--- config.mk ---
export PLATFORM = sky130hd
export DESIGN_NAME = uart_core
export DESIGN_NICKNAME = d
export VERILOG_FILES = /design/src/rtl/uart_core.sv
export SDC_FILE = /design/constraint.sdc
export NUM_CORES = 1
export LEC_CHECK = 0
export CAP_MARGIN = 40
export CORE_UTILIZATION = 55
export CTS_BUF_LIST = sky130_fd_sc_hd__clkbuf_8
export DETAILED_ROUTE_END_ITERATION = 8
export PLACE_DENSITY = 0.79
export SYNTH_ARGS = -nofsm -noshare
export SYNTH_HDL_FRONTEND = slang
export SYNTH_SLANG_ARGS = --single-unit
--- constraint.sdc ---
create_clock -name i_clk -period 2.1 [get_ports i_clk]
set_input_delay 0.63 -clock i_clk [delete_from_list [all_inputs] [get_ports i_clk]]
set_output_delay 0.63 -clock i_clk [all_outputs]
set_load 0.005 [all_outputs]
--- src/rtl/uart_core.sv ---
// Parametrised full-duplex UART: valid/ready transmitter, pulse-output receiver
// with input synchroniser, start-glitch rejection, parity/framing flags and break recovery.
module uart_core #(
  parameter int CLKS_PER_BIT = 234,
  parameter int DATA_BITS    = 8,
  parameter int PARITY       = 0,
  parameter int STOP_BITS    = 1
) (
  input  logic                 i_clk,
  input  logic                 i_rst,
  input  logic [DATA_BITS-1:0] i_tx_data,
  input  logic                 i_tx_valid,
  output logic                 o_tx_ready,
  output logic                 o_tx,
  input  logic                 i_rx,
  output logic [DATA_BITS-1:0] o_rx_data,
  output logic                 o_rx_valid,
  output logic                 o_rx_parity_err,
  output logic                 o_rx_frame_err,
  output logic                 o_rx_busy
);

  localparam int CW = (CLKS_PER_BIT > 1) ? $clog2(CLKS_PER_BIT) : 1;
  localparam logic [CW-1:0] BIT_LAST  = CW'(CLKS_PER_BIT - 1);
  localparam logic [CW-1:0] HALF_LAST = CW'(CLKS_PER_BIT / 2 - 1);
  localparam logic [2:0]    DATA_LAST = 3'(DATA_BITS - 1);
  localparam logic [2:0]    STOP_LAST = 3'(STOP_BITS - 1);
  localparam bit            HAS_PARITY = (PARITY != 0);
  localparam bit            ODD        = (PARITY == 2);

  generate
    if (CLKS_PER_BIT < 4 || DATA_BITS < 5 || DATA_BITS > 8 ||
        PARITY < 0 || PARITY > 2 || STOP_BITS < 1 || STOP_BITS > 2) begin : g_bad_params
      $error("uart_core: illegal parameter combination");
    end
  endgenerate

  // ---------------- transmitter ----------------
  typedef enum logic [2:0] {TX_IDLE, TX_START, TX_DATA, TX_PARITY, TX_STOP} tx_state_t;

  tx_state_t              tx_state_reg;
  logic [CW-1:0]          tx_cnt_reg;
  logic [2:0]             tx_idx_reg;
  logic [DATA_BITS-1:0]   tx_shift_reg;
  logic                   tx_par_reg;
  logic                   tx_reg;
  logic                   tx_ready_reg;

  always_ff @(posedge i_clk) begin
    if (i_rst) begin
      tx_state_reg <= TX_IDLE;
      tx_cnt_reg   <= '0;
      tx_idx_reg   <= '0;
      tx_shift_reg <= '0;
      tx_par_reg   <= 1'b0;
      tx_reg       <= 1'b1;
      tx_ready_reg <= 1'b1;
    end else if (tx_state_reg == TX_IDLE) begin
      tx_reg <= 1'b1;
      if (i_tx_valid && tx_ready_reg) begin
        tx_shift_reg <= i_tx_data;
        tx_par_reg   <= (^i_tx_data) ^ ODD;
        tx_reg       <= 1'b0;
        tx_cnt_reg   <= '0;
        tx_ready_reg <= 1'b0;
        tx_state_reg <= TX_START;
      end
    end else if (tx_cnt_reg != BIT_LAST) begin
      tx_cnt_reg <= tx_cnt_reg + 1'b1;
    end else begin
      tx_cnt_reg <= '0;
      case (tx_state_reg)
        TX_START: begin
          tx_reg       <= tx_shift_reg[0];
          tx_idx_reg   <= '0;
          tx_state_reg <= TX_DATA;
        end
        TX_DATA: begin
          if (tx_idx_reg == DATA_LAST) begin
            tx_idx_reg <= '0;
            if (HAS_PARITY) begin
              tx_reg       <= tx_par_reg;
              tx_state_reg <= TX_PARITY;
            end else begin
              tx_reg       <= 1'b1;
              tx_state_reg <= TX_STOP;
            end
          end else begin
            tx_idx_reg   <= tx_idx_reg + 1'b1;
            tx_shift_reg <= tx_shift_reg >> 1;
            tx_reg       <= tx_shift_reg[1];
          end
        end
        TX_PARITY: begin
          tx_reg       <= 1'b1;
          tx_state_reg <= TX_STOP;
        end
        TX_STOP: begin
          if (tx_idx_reg == STOP_LAST) begin
            tx_ready_reg <= 1'b1;
            tx_state_reg <= TX_IDLE;
          end else begin
            tx_idx_reg <= tx_idx_reg + 1'b1;
          end
        end
        default: begin
          tx_reg       <= 1'b1;
          tx_ready_reg <= 1'b1;
          tx_state_reg <= TX_IDLE;
        end
      endcase
    end
  end

  assign o_tx       = tx_reg;
  assign o_tx_ready = tx_ready_reg;

  // ---------------- receiver ----------------
  typedef enum logic [2:0] {RX_IDLE, RX_START, RX_DATA, RX_PARITY, RX_STOP, RX_WAIT_HIGH} rx_state_t;

  logic [1:0]             sync_reg;
  logic                   rx_s;
  rx_state_t              rx_state_reg;
  logic [CW-1:0]          rx_cnt_reg;
  logic [2:0]             rx_idx_reg;
  logic [DATA_BITS-1:0]   rx_shift_reg;
  logic                   rx_perr_pend_reg;
  logic [DATA_BITS-1:0]   rx_data_reg;
  logic                   rx_valid_reg;
  logic                   rx_perr_reg;
  logic                   rx_ferr_reg;
  logic                   rx_busy_reg;

  always_ff @(posedge i_clk) begin
    if (i_rst) sync_reg <= 2'b11;
    else       sync_reg <= {sync_reg[0], i_rx};
  end

  assign rx_s = sync_reg[1];

  always_ff @(posedge i_clk) begin
    if (i_rst) begin
      rx_state_reg     <= RX_IDLE;
      rx_cnt_reg       <= '0;
      rx_idx_reg       <= '0;
      rx_shift_reg     <= '0;
      rx_perr_pend_reg <= 1'b0;
      rx_data_reg      <= '0;
      rx_valid_reg     <= 1'b0;
      rx_perr_reg      <= 1'b0;
      rx_ferr_reg      <= 1'b0;
      rx_busy_reg      <= 1'b0;
    end else begin
      rx_valid_reg <= 1'b0;
      case (rx_state_reg)
        RX_IDLE: begin
          if (!rx_s) begin
            rx_cnt_reg   <= '0;
            rx_busy_reg  <= 1'b1;
            rx_state_reg <= RX_START;
          end
        end
        RX_START: begin
          if (rx_cnt_reg != HALF_LAST) begin
            rx_cnt_reg <= rx_cnt_reg + 1'b1;
          end else begin
            rx_cnt_reg <= '0;
            if (rx_s) begin
              rx_busy_reg  <= 1'b0;
              rx_state_reg <= RX_IDLE;
            end else begin
              rx_idx_reg   <= '0;
              rx_state_reg <= RX_DATA;
            end
          end
        end
        RX_DATA: begin
          if (rx_cnt_reg != BIT_LAST) begin
            rx_cnt_reg <= rx_cnt_reg + 1'b1;
          end else begin
            rx_cnt_reg   <= '0;
            rx_shift_reg <= {rx_s, rx_shift_reg[DATA_BITS-1:1]};
            if (rx_idx_reg == DATA_LAST) begin
              rx_perr_pend_reg <= 1'b0;
              rx_state_reg     <= HAS_PARITY ? RX_PARITY : RX_STOP;
            end else begin
              rx_idx_reg <= rx_idx_reg + 1'b1;
            end
          end
        end
        RX_PARITY: begin
          if (rx_cnt_reg != BIT_LAST) begin
            rx_cnt_reg <= rx_cnt_reg + 1'b1;
          end else begin
            rx_cnt_reg       <= '0;
            rx_perr_pend_reg <= rx_s ^ (^rx_shift_reg) ^ ODD;
            rx_state_reg     <= RX_STOP;
          end
        end
        RX_STOP: begin
          if (rx_cnt_reg != BIT_LAST) begin
            rx_cnt_reg <= rx_cnt_reg + 1'b1;
          end else begin
            // Returning to IDLE at mid-stop rearms for a start edge with minimum spacing.
            rx_cnt_reg   <= '0;
            rx_data_reg  <= rx_shift_reg;
            rx_valid_reg <= 1'b1;
            rx_perr_reg  <= rx_perr_pend_reg;
            rx_ferr_reg  <= !rx_s;
            if (rx_s) begin
              rx_busy_reg  <= 1'b0;
              rx_state_reg <= RX_IDLE;
            end else begin
              rx_state_reg <= RX_WAIT_HIGH;
            end
          end
        end
        RX_WAIT_HIGH: begin
          if (rx_s) begin
            rx_busy_reg  <= 1'b0;
            rx_state_reg <= RX_IDLE;
          end
        end
        default: begin
          rx_busy_reg  <= 1'b0;
          rx_state_reg <= RX_IDLE;
        end
      endcase
    end
  end

  assign o_rx_data       = rx_data_reg;
  assign o_rx_valid      = rx_valid_reg;
  assign o_rx_parity_err = rx_perr_reg;
  assign o_rx_frame_err  = rx_ferr_reg;
  assign o_rx_busy       = rx_busy_reg;

endmodule

; After elaboration in Yosys (flattened, before gate mapping)
; Cells that the tools add are included.
[word_totals]
register_bits = 61
latchBits = 0
mem_bits_rw = 0
romBits = 0
out_inout_bits = 14
mem_count = 0
[classes]
add_sub_neg = 4
mul = 0
n_div = 0
order_cmp = 0
n_eq_ne = 31
n_shift = 0
n_mux = 56
n_bitwise = 6
n_reduce_logical = 27
[op_table]
columns = op, count
row1 = $mux 8, 11
row2 = $mux 3, 19
row3 = $ne 2x2->1 const B, 13
row4 = $pmux 8 s3, 1
row5 = $reduce_and 4->1, 6
row6 = $pmux 3 s6, 1
row7 = $add 8x1->8 const B, 2
row8 = $mux 1, 16
row9 = $ne 8x8->1 const B, 2
row10 = $eq 3x3->1 const B, 5
row11 = $eq 3x2->1 const B, 4
row12 = $pmux 3 s4, 1
row13 = $logic_not 3->1, 3
row14 = $pmux 3 s3, 1
row15 = $ne 8x7->1 const B, 1
row16 = $reduce_and 2->1, 4
row17 = $reduce_xor 8->1, 1
row18 = $reduce_and 7->1, 1
row19 = $add 3x1->3 const B, 2
row20 = $eq 3x1->1 const B, 2
row21 = $ne 3x3->1 const B, 2
row22 = $pmux 3 s2, 1
row23 = $reduce_bool 2->1, 3
row24 = $reduce_bool 3->1, 2
row25 = other kinds (12), 20

; Depth between registers and ports, before layout
; Gate-level depths: netlist of the first run.
[depth]
word_depth = 5
ltp_mapped = 8
depth_no_buf = 7

; Least setup slack after synthesis of the first run
; No wires, ideal clock.
[synth_timing]
kind = reg-to-reg
startpoint = register tx_idx_reg[0]
endpoint = register tx_shift_reg[5]
setup_time_ns = 0.086
arrival_time_ns = 1.644
t_required_ns = 2.014
path_slack_ns = 0.370
path_stages_with_launch = 9
n_path_buf = 1
period_less_slack_ns = 1.730
path_cell_list = dfxtp_1 > ha_1 > ha_1 > nor4b_2 > inv_1 > o21ai_2 > buf_4 > nor2_1 > a211oi_1
[synth_between]
elab_chain_len = 3
[synth_lines]
columns = item, line_no
row1 = from (decl), 43  ; logic [2:0] tx_idx_reg;
row2 = from (signal assigned), 89  ; tx_idx_reg <= tx_idx_reg + 1'b1;
row3 = from (signal assigned), 103  ; tx_idx_reg <= tx_idx_reg + 1'b1;
row4 = $eq 3x3->1, 79  ; if (tx_idx_reg == DATA_LAST) begin
row5 = $ne 2x2->1 (no line), n/a
row6 = $reduce_and 4->1 (no line), n/a
row7 = to (signal assigned), 61  ; tx_shift_reg <= i_tx_data;
row8 = to (signal assigned), 90  ; tx_shift_reg <= tx_shift_reg >> 1;
row9 = to (decl), 44  ; logic [DATA_BITS-1:0] tx_shift_reg;
; No other way between the ends.
; A chain may end at the register's enable or synchronous reset.

; Worst setup path in the final report of the first run
[layout_timing]
startpoint = register rx_state_reg[0]
endpoint = register rx_cnt_reg[6]
[layout_between]
elab_chain_len = 4
elab_cells_between_ends = 10
classes_between = eq/ne (5) / mux (1) / reduce/logical (4)
[layout_lines]
columns = item, line_no
row1 = from (decl), 123  ; rx_state_t rx_state_reg;
row2 = from (signal assigned), 185  ; rx_state_reg <= HAS_PARITY ? RX_PARITY : RX_STOP;
row3 = $eq 3x3->1 / $eq 3x2->1 (equally long branches), 155  ; case (rx_state_reg)
row4 = $reduce_or 3->1 (no line), n/a
row5 = $reduce_bool 3->1 (no line), n/a
row6 = $reduce_and 2->1 (no line), n/a
row7 = to (signal assigned), 165  ; rx_cnt_reg <= rx_cnt_reg + 1'b1;
row8 = to (signal assigned), 179  ; rx_cnt_reg <= rx_cnt_reg + 1'b1;
row9 = to (signal assigned), 193  ; rx_cnt_reg <= rx_cnt_reg + 1'b1;
row10 = to (decl), 124  ; logic [CW-1:0] rx_cnt_reg;
; Parallel ways exist; a longest one is shown, timed or not.

==> results of run 1 <==
[Yosys cell counts, types with 2 or more instances]
| cell | count | share of area |
|---|---|---|
| a21oi_1 | 21 | 0.035 |
| o2bb2ai_1 | 3 | 0.0088 |
| xnor2_1 | 9 | 0.026 |
| nor3_1 | 8 | 0.013 |
| a211oi_1 | 8 | 0.020 |
| dfxtp_1 | 61 | 0.41 |
| nand2b_1 | 4 | 0.0084 |
| nand3_1 | 8 | 0.013 |
| a22oi_1 | 2 | 0.0050 |
| nor3b_1 | 5 | 0.013 |
| nor2_1 | 51 | 0.064 |
| nand3b_1 | 3 | 0.0075 |
| buf_4 | 3 | 0.0075 |
| and2_1 | 2 | 0.0042 |
| nor2b_1 | 2 | 0.0042 |
| and3_1 | 5 | 0.010 |
| nand4_1 | 4 | 0.0084 |
| xor2_1 | 3 | 0.0088 |
| o21ai_0 | 12 | 0.020 |
| clkbuf_1 | 12 | 0.015 |
| nand2_1 | 19 | 0.024 |
| mux2i_1 | 29 | 0.097 |
| inv_1 | 13 | 0.016 |
| ha_1 | 10 | 0.042 |
| buf_2 | 3 | 0.0050 |
| o211ai_1 | 5 | 0.013 |
| a311oi_1 | 3 | 0.0088 |
| a31oi_1 | 3 | 0.0063 |
| or2_2 | 2 | 0.0042 |
[final timing paths]
check / end / slack (ns) / startpoint / depth (start not counted)
worst max register to register: rx_cnt_reg[6] / 0.21 / rx_state_reg[0] / 5
worst min register to register: sync_reg[1] / 0.41 / sync_reg[0] / 1
worst max-delay path: rx_cnt_reg[6] / 0.21 / rx_state_reg[0] / 5
worst min-delay path: sync_reg[1] / 0.41 / sync_reg[0] / 1
[logic make-up (layout without fill, tap and decap cells)]
family          count (synthesis)  after routing  synth area share
simple gates                  125            125             0.216
compound gates                 69             69             0.153
flops                          61             61             0.409
buf+inv                        31             66            0.0440
mux                            30             30             0.101
xor+xnor                       12             12            0.0352
fa+ha+maj                      10             10            0.0419
[worst register-to-register path: stages (launching register included)]
cell      delay [ns]
dfxtp_1         0.44
or3b_2          0.51
a22o_1          0.26
nand2_2         0.20
o21ai_0         0.11
a311oi_1        0.28
[power by group through the flow]
stage	Clock, mW	Sequential (mW)	Combinational, mW
finish	1.19	1.23	0.268
global route	1.26	1.24	0.295
CTS	1.21	1.23	0.271
detailed placement	0	1.26	0.269
global placement	0	1.26	0.260
floorplan	0	1.24	0.195
[routing by layer]
metal / up-vias / GRT usage / wire length [microns]
li1: 1260 / - / -
met3: 7 / 0.0489 / 283
met5: - / 0 / 0
met2: 56 / 0.352 / 2730
met4: 0 / 0.0947 / 69
met1: 1133 / 0.287 / 2790
[what timing repair did]
item | CTS | global route
resized for setup | 0 | 1
hold buffers | 0 | 0
setup endpoints to repair | 0 | 1
[cell type report]
type,instances,area (sq um)
fill,401,1620
multi-input combinational,246,1630
inverter,13,48.8
sequential,61,1220
clock buffer,10,138
clock inverter,6,93.8
timing repair buffer,37,335
tap,70,87.6
[stage by stage]
stage,setup slack [ns],std cells,hold WS (ns),util,cell area [sq um]
global route,0.0858,443,0.439,0.687,3560
detailed placement,0.136,427,0.395,0.643,3320
CTS,0.202,443,0.405,0.687,3560
global placement,0.224,427,0.393,0.643,3320
finish,0.215,443,0.406,0.687,3560
floorplan,0.370,338,0.389,-,2980
==> results_dict.tcl, run 1 <==
set metrics [dict create \
    numCtsBuffers 9 \
    dp_hpwl_microns 4080 \
    clock_path_buffers 2 \
    cts_tree "yes" \
    most-common-layout-cells "61 x dfxtp_1, 51 x nor2_1, 29 x mux2i_1" \
    drv_cap 0 \
    p_int_mw 2.04 \
    grt_pass1_vias 2136 \
    vias 2456 \
    ys_ff_latch 61 \
    critPathTopFamily "simple AND/OR/NAND/NOR gates" \
    post_cts_buffers 0 \
    areaGrowthSynthToFinish_pct 19.2 \
    ant_nets 0 \
    antennaDiodeCount 0 \
    synth_nets 360 \
    synthCells 338 \
    h-tree-depth 3 \
    cts.sinks 61 \
    grt_setup_unrepaired "false" \
    switching_share 0.244 \
    p_per_area_nw_per_um2 757 \
    final.min_clock_period_ns 1.89 \
    status "completed" \
    track_usage 0.220 \
    drtIter0Drc 108 \
    clkPwrFrac 0.442 \
    fp.dieArea_sq_um 5720 \
    slowest_delay_ns 0.51 \
    viasPerCell 5.54 \
    worst_slew_pin_slew_ns 0.581 \
    drv_slew 0 \
    cp_data_required_time_ns 2.34 \
    power_mw 2.69 \
    critical-path-slowest-cell "or3b_2" \
    drt-wirelength-per-cell_microns 13.3 \
    dr.pass1.iters 4 \
    p_switching_mw 0.657 \
    crit_type "flip-flop to flip-flop" \
    p_leak_nw 1.44 \
    yosys_warnings 0 \
    cp_max_fo 13 \
    drc 0 \
    ys_types 54 \
    synthArstFlopShare 0 \
    worst_setup_path_end_kind "flip-flop" \
    syn_area_per_cell_sq_um 8.83 \
    cp_cell_sequence "or3b_2 -> a22o_1 -> nand2_2 -> o21ai_0 -> a311oi_1" \
    start_util 0.577 \
    skew_ns 0.0139 \
    finalCritPeriodShare 0.898 \
    finalWirelength_microns 5870 \
    final.setup.tns_ns 0 \
    final_layout_size_suffix_gt1_frac 0.110 \
    ys.flop_type "dfxtp_1" \
    setup_viol_count_final 0 \
    gp_congestion 0.863 \
    cp.buffers_inverters 0 \
    synth_edf_count 0 \
    chipWidth_microns 75.7 \
    yosysSeqAreaShare 0.409 \
    fp.dieH_microns 75.7 \
    seqPwrFrac 0.458 \
    path_clk_slew_ns 0.08 \
    cts_root_buf "clkbuf_8" \
    core_area_sq_um 5170 \
    hp-class "flip-flop to flip-flop" \
    synth_area_sq_um 2980 \
    grt_max_degree 17 \
    peakVddDrop_mv 0.426 \
    hold_viol 0 \
    pin_count 26 \
    crit_arrival_ns 2.13 \
    nNetsFinal 390 \
    port_buffers 25 \
    grt_pass1_wl_microns 9490 \
    worstSkewPairLatency_ns 0.33 \
    gr-total-overflow 0 \
    rows 26 \
    start_kind "flip-flop" \
    p_comb_frac 0.100 \
    max_freq_mhz 530 \
    final_common_cell "dfxtp_1" \
    antenna_found_initial 0 \
    slew_headroom 0.609 \
]
No activity file was read; power rests on OpenSTA's default activity.
==> inputs of run 2 (changes only) <==
--- a/config.mk
+++ b/config.mk
@@ -9,7 +9,8 @@
 export CORE_UTILIZATION = 55
 export CTS_BUF_LIST = sky130_fd_sc_hd__clkbuf_8
 export DETAILED_ROUTE_END_ITERATION = 8
-export PLACE_DENSITY = 0.79
+export DONT_BUFFER_PORTS = 1
+export PLACE_DENSITY = 0.72
 export SYNTH_ARGS = -nofsm -noshare
 export SYNTH_HDL_FRONTEND = slang
 export SYNTH_SLANG_ARGS = --single-unit
==> run 2 against run 1 <==
Against the previous run:
- setup slack improved by 0.00066 ns
- final cell count down 6.8%
- die area is the same
- non-clock buffer count fell by 27
- global-route usage grew 0.10 points
- combinational power decreased by 22%
- clock-buffer cell count decreased by 1
- design area down 9.1%
- flip-flop and latch count unchanged
- total power is 12% lower
- sequential power about the same
==> results_dict.tcl, run 2 (synthesis results as in run 1) <==
set metrics [dict create \
    core_area_sq_um 5170 \
    fin_hold_ws_ns 0.361 \
    drc 0 \
    p_per_area_nw_per_um2 735 \
    min_to "rx_state_reg[1]" \
    skew_ns 0.00422 \
    hold_start "i_rst" \
    drv_slew 0 \
    ant_nets 0 \
    crit_type "flip-flop to flip-flop" \
    status "completed" \
    worstSkewPairLatency_ns 0.33 \
    most-common-layout-cells "61 x dfxtp_1, 51 x nor2_1, 29 x mux2i_1" \
    post_cts_buffers 0 \
    crit_arrival_ns 2.14 \
    p_leak_nw 1.31 \
    viasPerCell 5.65 \
    drtIter0Drc 161 \
    clock_path_buffers 2 \
    grt_setup_unrepaired "false" \
    start_kind "flip-flop" \
    path_clk_slew_ns 0.06 \
    finalWirelength_microns 5610 \
    reg2regPathDepth 7 \
    regToRegSetupSlack_ns 0.22 \
    critPathTopFamily "simple AND/OR/NAND/NOR gates" \
    cts_resized 0 \
    cp.buffers_inverters 1 \
    vias 2334 \
    numCtsBuffers 9 \
    cts.sinks 61 \
    cp_cell_sequence "inv_1 -> ha_1 -> and4b_1 -> nand3b_1 -> nor3_1 -> o21ai_0 -> mux2i_1" \
    cts_root_buf "clkbuf_8" \
    holdBufCountCts 0 \
    setup_viol_count_final 0 \
    timing.rr.start "rx_cnt_reg[1]" \
    chipWidth_microns 75.7 \
    hold_viol 0 \
    final.min_clock_period_ns 1.88 \
    h-tree-depth 3 \
    slowest_delay_ns 0.40 \
    dp_hpwl_microns 3820 \
    worst_setup_path_end_kind "flip-flop" \
    port_buffers 0 \
    critical-path-slowest-cell "o21ai_0" \
    cp_data_required_time_ns 2.36 \
    start_util 0.577 \
    cts_tree "yes" \
    gr-total-overflow 0 \
    drv_cap 0 \
    max_freq_mhz 531 \
    final.setup.tns_ns 0 \
    grt_pass1_wl_microns 9410 \
    cp_max_fo 4 \
    fp.dieH_microns 75.7 \
    areaGrowthSynthToFinish_pct 8.30 \
    slew_headroom 0.680 \
    holdPathStages 1 \
    final_common_cell "dfxtp_1" \
    antenna_found_initial 0 \
    gp_congestion 0.829 \
    fp.dieArea_sq_um 5720 \
    track_usage 0.221 \
    grt_pass1_vias 2156 \
    nNetsFinal 363 \
    peakVddDrop_mv 0.513 \
    hp-class "input pin to flip-flop" \
    rows 26 \
    pin_count 26 \
    antennaDiodeCount 0 \
    finalCritPeriodShare 0.897 \
    dr.pass1.iters 4 \
    r2r_end "rx_idx_reg[1]" \
    grt_max_degree 61 \
    drt-wirelength-per-cell_microns 13.6 \
    worst_slew_pin_slew_ns 0.475 \
    final_layout_size_suffix_gt1_frac 0.0991 \
]
[run 2: cell types whose count changed in the layout (fill, tap and decap cells not counted), sizes merged]
cell and change:
inv -1, clkdlybuf4s50 -24, clkbuf -1, clkinv +1
buf -3, bufinv -1, clkinvlp -1
[run 2: worst reg2reg max path, cell delays in order (launching register included)]
cell and delay [ns]:
dfxtp_1 0.37, inv_1 0.07, ha_1 0.18, and4b_1 0.26
nand3b_1 0.21, nor3_1 0.09, o21ai_0 0.40, mux2i_1 0.24
[run 2: worst max path at each step]
| stage | startpoint | to | slack [ns] | cells after the start |
|---|---|---|---|---|
| 2_1_floorplan | tx_idx_reg[0] | tx_shift_reg[5] | 0.37 | 8 |
| 3_3_place_gp | tx_idx_reg[0] | tx_shift_reg[4] | 0.30 | 8 |
| 3_5_place_dp | tx_idx_reg[0] | tx_shift_reg[3] | 0.24 | 8 |
| 4_1_cts | tx_idx_reg[0] | tx_shift_reg[3] | 0.22 | 8 |
| 5_1_grt | rx_cnt_reg[1] | rx_idx_reg[2] | 0.04 | 7 |
| 6_report | rx_cnt_reg[1] | rx_idx_reg[1] | 0.22 | 7 |
[run 2: layout make-up]
type                            instances  area, sq um
Clock buffer                            9          124
Clock inverter                          4         43.8
Fill cell                             462         1940
Inverter                               13         48.8
Multi-Input combinational cell        246         1630
Sequential cell                        61         1220
Tap cell                               70         87.6
Timing Repair Buffer                   10         75.1
[run 2: per-layer routing]
metal / track usage / wire [microns] / share of wire
met5: 0 / 0 / 0
met4: 0.0679 / 51 / 0.0091
met2: 0.351 / 2570 / 0.46
met3: 0.101 / 329 / 0.059
met1: 0.269 / 2660 / 0.47
[run 2: where the power goes]
part | internal, mW | leakage, nW | switching (mW)
combinational | 0.0934 | 0.728 | 0.115
sequential | 1.20 | 0.494 | 0.0374
clock | 0.519 | 0.0920 | 0.410
[run 2: stage by stage]
step / power [mW] / utilization / area [sq um] / std cells / setup WS [ns]
after floorplan: 1.44 / - / 2980 / 338 / 0.370
after global placement: 1.46 / 0.592 / 3060 / 400 / 0.299
after detailed placement: 1.47 / 0.592 / 3060 / 400 / 0.236
after global routing: 2.49 / 0.625 / 3230 / 413 / 0.0421
after CTS: 2.40 / 0.625 / 3230 / 413 / 0.219
final: 2.37 / 0.625 / 3230 / 413 / 0.215
==> inputs of run 3 (changes only) <==
--- a/config.mk
+++ b/config.mk
@@ -8,8 +8,10 @@
 export CAP_MARGIN = 40
 export CORE_UTILIZATION = 55
 export CTS_BUF_LIST = sky130_fd_sc_hd__clkbuf_8
+export CTS_CLUSTER_SIZE = 30
 export DETAILED_ROUTE_END_ITERATION = 8
 export DONT_BUFFER_PORTS = 1
+export HOLD_SLACK_MARGIN = 0.12
 export PLACE_DENSITY = 0.72
 export SYNTH_ARGS = -nofsm -noshare
 export SYNTH_HDL_FRONTEND = slang
==> results of run 3 <==
Final layout, timing and power as in run 2 (identical DEF).
==> edit 1: new RTL, config.mk and constraints of run 3 <==
Reset style: asynchronous (`i_rst`), changed in 3 clocked blocks.
--- a/src/rtl/uart_core.sv
+++ b/src/rtl/uart_core.sv
@@ -48,3 +48,3 @@
 
-  always_ff @(posedge i_clk) begin
+  always_ff @(posedge i_clk or posedge i_rst) begin
     if (i_rst) begin
@@ -133,3 +133,3 @@
 
-  always_ff @(posedge i_clk) begin
+  always_ff @(posedge i_clk or posedge i_rst) begin
     if (i_rst) sync_reg <= 2'b11;
@@ -140,3 +140,3 @@
 
-  always_ff @(posedge i_clk) begin
+  always_ff @(posedge i_clk or posedge i_rst) begin
     if (i_rst) begin
Behaviour: differs if i_rst is asserted again (counterexample within 4 cycles, from zero or initial values and one cycle with i_rst high); with i_rst held inactive, the same outputs for 10 cycles.
==> edit 1 against run 3 <==
  * Worst hold slack worse by 0.16 ns
  * Sequential cell count stayed put
  * Routed wire length is 4.7% higher
  * Global-route usage is 0.29 points lower
  * Setup slack worse by 0.028 ns
  * Critical path depth stayed put
  * Area after synthesis is 8.0% higher
  * Cell area is 11% higher
  * Clock skew is 0.0037 ns higher
  * Critical path type unchanged
  * Highest routed layer unchanged
Power is not compared: it rests on default switching activity, and its combinational part moved more than twofold at a synthesized area within 25%.
==> edit 1: results (changes against run 3) <==
* Vias in the first global route at 2276 (was 2156)
* PostCTS Resize Cnt at 0 (unchanged)
* Largest cells by area after synthesis: dfrtp_1 (44%), mux2_2 (12%), ha_1 (3.9%) (was dfxtp_1 (41%), mux2i_1 (9.7%), nor2_1 (6.4%))
* Crit path DAT at 2.12 ns (was 2.14 ns)
* Num CTS Buffers at 9 (unchanged)
* Sequential share of the synthesized area at 47.5% (was 40.9%)
* EDFF count, synth at 0 (unchanged)
* Status: completed (unchanged)
* Post-CTS Setup Bufs at 0 (unchanged)
* Slew @ Worst Pin at 0.553 ns (was 0.475 ns)
* Cell family with most CP delay: simple AND/OR/NAND/NOR gates (unchanged)
* Hold Path Class: primary input to async pin (was primary input to flop)
* Total GRT Usage at 21.8% (was 22.1%)
* Hpwl dp at 4.22 mm (was 3.82 mm)
* Share of post-route cells with drive strength above 1 at 26.9% (was 9.91%)
* Worst-path fanout max at 8 (was 4)
* Ys Warns at 0 (unchanged)
* Peak VDD IR at 0.000441 V
* Max incr delay on CP at 0.42 ns (was 0.40 ns)
* Vias per cell at 5.80 (was 5.65)
* WL final at 5.88 mm (was 5.61 mm)
* Filler instances at 438 (was 462)
* Clock Tree Buf Depth at 2 (unchanged)
* N_diodes at 0 (unchanged)
* Static leakage at 1.71 nW
* List of most frequent post-synthesis cells: dfrtp_1 (57), mux2_2 (35), nand2_1 (19) (was dfxtp_1 (61), nor2_1 (51), mux2i_1 (29))
* Largest net degree at the start of global routing at 26 (was 61)
* Clk_lat worst skew at 0.33 ns (about the same)
* Nets at 325 (was 363)
* Root Driver: clkbuf_8 (unchanged)
* Initial DRC Count at 87 (was 161)
* Synthesized net count at 311 (was 360)
* Pre-CTS WS at 0.220 ns (was 0.236 ns)
* Ys async rst share at 100% (was 0%)
* Placement Cell Area at 0.00338 sq mm (was 0.00306 sq mm)
* Slowest cell on crit path: dfrtp_1 (was o21ai_0)
* Antenna violations before repair at 0 (unchanged)
* Max Cap Viol at 0 (unchanged)
* Number of I/O port buffers at 0 (unchanged)
* Distinct cells, synth at 56 (was 54)
* Sw frac at 20.4%
* Setup Skew at 0.00789 ns (was 0.00422 ns)
* Routability Congestion at 0.866 (was 0.829)
* Worst r2r path cells at 7 (unchanged)
* TritonRoute pass-1 iters at 4 (unchanged)
* First-pass GRT wire length at 10.4 mm (was 9.41 mm)
* Clk slew on worst S/H paths at 0.07 ns
edit 1: cell count changes after synthesis, sizes merged, moves of 5 or more:
| cell | change |
|---|---|
| dfxtp | -61 |
| dfrtp | +57 |
| nor2 | -43 |
| mux2 | +35 |
| mux2i | -25 |
| a21oi | -14 |
| clkbuf | -10 |
| a22o | +6 |
| o21ai | +6 |
| a211oi | -5 |
edit 1: layout make-up:
class,count,area (sq um),area share (%)
repair buffers,15,125,3.47
clock inverters,6,80.1,2.22
flip-flops and latches,61,1530,42.5
multi-input cells,202,1580,43.9
well taps,72,90.1,2.50
clock buffers,10,138,3.82
inverters,14,56.3,1.56
edit 1: cell families (layout without fill, tap and decap cells):
logic type               Yosys count  after routing  synth area share [%]
AND/OR/NAND/NOR                   84             84                  15.3
flip-flops                        61             61                  47.5
AO/OA/AOI/OAI                     58             58                  12.8
multiplexers                      40             40                  13.9
buffers and inverters             26             45                  3.42
adder cells (fa/ha/maj)           10             10                  3.88
XOR/XNOR                          10             10                  3.14
edit 1: worst paths after layout:
path                                from         endpoint  slack (ns)
max                        rx_cnt_reg[1]  rx_shift_reg[3]        0.19
min                                i_rst     o_rx_data[0]        0.20
max reg2reg                rx_cnt_reg[1]  rx_shift_reg[3]        0.19
min reg2reg                  sync_reg[0]      sync_reg[1]        0.36
max in group asynchronous          i_rst      sync_reg[1]        1.26
min in group i_clk                  i_rx      sync_reg[0]        0.30
edit 1: power by group through the flow:
stage | logic [mW] | clock network, mW | registers, mW
2_1_floorplan | 0.0242 | 0 | 1.20
3_3_place_gp | 0.0371 | 0 | 1.20
3_5_place_dp | 0.0376 | 0 | 1.20
4_1_cts | 0.0375 | 1.17 | 1.18
5_1_grt | 0.0416 | 1.23 | 1.18
6_report | 0.0355 | 1.14 | 1.18
edit 1: worst register-to-register path: stages, from the launching register on:
cell and delay, ns:
dfrtp_1 0.42, inv_1 0.09, ha_1 0.14, and4b_1 0.32
nand2_2 0.13, nor4_4 0.14, buf_4 0.21, mux2_2 0.35
edit 1: metal layers:
| layer | GRT usage [%] | part of all wire (%) | up-vias |
|---|---|---|---|
| met1 | 28.0 | 46 | 1096 |
| met3 | 5.81 | 2.8 | 2 |
| met5 | 0 | 0 | - |
| li1 | - | - | 1070 |
| met2 | 35.2 | 51 | 37 |
| met4 | 8.15 | 0.58 | 0 |
edit 1: per-stage QoR:
stage	hold WS (ns)	util [%]	cells
global placement	0.347	60.7	364
finish	0.202	64.6	380
floorplan	0.345	-	289
global route	0.211	64.6	380
CTS	0.201	64.6	380
detailed placement	0.354	60.7	364
==> edit 2: new RTL, settings of run 3 <==
Without the edit above. Set the parameter `CLKS_PER_BIT` to 117 (it was 234).
--- a/src/rtl/uart_core.sv
+++ b/src/rtl/uart_core.sv
@@ -3,3 +3,3 @@
 module uart_core #(
-  parameter int CLKS_PER_BIT = 234,
+  parameter int CLKS_PER_BIT = 117,
   parameter int DATA_BITS    = 8,
Check against the original RTL: same outputs for any inputs over 10 cycles, from zero or initial values and one cycle with i_rst high; that may be too few to reach the edited logic, so the function may still have changed.
==> edit 2 against run 3 <==
  * The run now ends with setup timing left
  * Non-clock buffer count up 11
  * Largest cell class unchanged
  * Worst hold slack better by 0.0059 ns
  * Power grew 12%
  * Critical path depth decreased by 2
  * Highest routed layer unchanged
  * Sequential cell count decreased by 2
  * Fmax fell by 11%
  * Setup slack worse by 0.22 ns
  * Critical endpoint unchanged
  * Area after synthesis down 4.8%
  * Count of clock-buffer cells in the layout up 3
  * Core utilization rose by 3.4 points
  * Routed wire length down 7.6%
  * Synthesized cell count is 1.2% lower
  * Cell area is 1.2% lower
  * Cell count rose by 1.7%
==> edit 2: results (changes against run 3) <==
* Sequential share of power at 46.0% (was 52.1%)
* Setup Skew at 0.00585 ns (was 0.00422 ns)
* Placement Cell Area at 0.00297 sq mm (was 0.00306 sq mm)
* Syn Inst Count at 334 (was 338)
* Static leakage at 1.20 nW (was 1.31 nW)
* Number of setup violations in the final report at 1 (was 0)
* Compound-Gate Fraction of Synth Area at 14.2% (was 15.3%)
* Vias at 2270 (was 2334)
* Metal3 WL at 287 microns (was 329 microns)
* Non-Filler Instances at 420 (was 413)
* Slew @ Worst Pin at 0.406 ns (was 0.475 ns)
* Initial DRC Count at 148 (was 161)
* Sequential share of the synthesized area at 41.6% (was 40.9%)
* Fin Hold WS at 0.367 ns (was 0.361 ns)
* Failing checks: setup timing
* Post-synthesis adder-cell area fraction at 4.41% (was 4.19%)
* Final setup margin at -0.00830 ns (was 0.215 ns)
* Mux contribution to synthesized area at 7.05% (was 10.1%)
* Slowest cell on crit path: or4_4 (was o21ai_0)
* Peak VDD IR at 0.000537 V (was 0.000513 V)
* Routability Congestion at 0.798 (was 0.829)
* Clock net power at 1.07 mW (was 0.929 mW)
* Post-CTS Setup Bufs at 1 (was 0)
* GR Layer Usage met3 at 8.92% (was 10.1%)
* Largest net degree at the start of global routing at 55 (was 61)
* Nets at 370 (was 363)
* Met2 GRT Util at 29.1% (was 35.1%)
* Met1 GRT Util at 28.6% (was 26.9%)
* WL met1 at 2.68 mm (was 2.66 mm)
* Pre-CTS WS at -0.0465 ns (was 0.236 ns)
* WL final at 5.19 mm (was 5.61 mm)
* Status: finished, violations left (was completed)
* List of most frequent post-synthesis cells: nor2_1 (60), dfxtp_1 (59), nand2_1 (30) (was dfxtp_1 (61), nor2_1 (51), mux2i_1 (29))
[edit 2: cell types whose count changed after synthesis, sizes merged, moves of 4 or more]
cell,change
a311oi,+5
nor2,+8
buf,-4
mux2i,-9
a211oi,-4
nand2,+10
[edit 2: worst max-delay path by stage]
stage                   from             to  slack (ns)  cells past startpoint
3_5_place_dp   rx_cnt_reg[1]  rx_idx_reg[1]       -0.05                      7
6_report       rx_cnt_reg[6]  rx_idx_reg[1]      -0.008                      5
4_1_cts        rx_cnt_reg[1]  rx_idx_reg[1]       0.003                      7
5_1_grt        rx_cnt_reg[6]  rx_idx_reg[1]       -0.06                      5
3_3_place_gp   rx_cnt_reg[1]  rx_idx_reg[2]        0.01                      7
2_1_floorplan  rx_cnt_reg[0]  rx_idx_reg[0]        0.04                      6
[edit 2: cell type report]
cell class | count | area [sq um]
inverter | 14 | 52.6
clock inverter | 4 | 47.5
sequential | 59 | 1180
clock buffer | 12 | 165
fill | 419 | 1650
timing repair buffer | 21 | 158
tap | 67 | 83.8
multi-input combinational | 243 | 1510
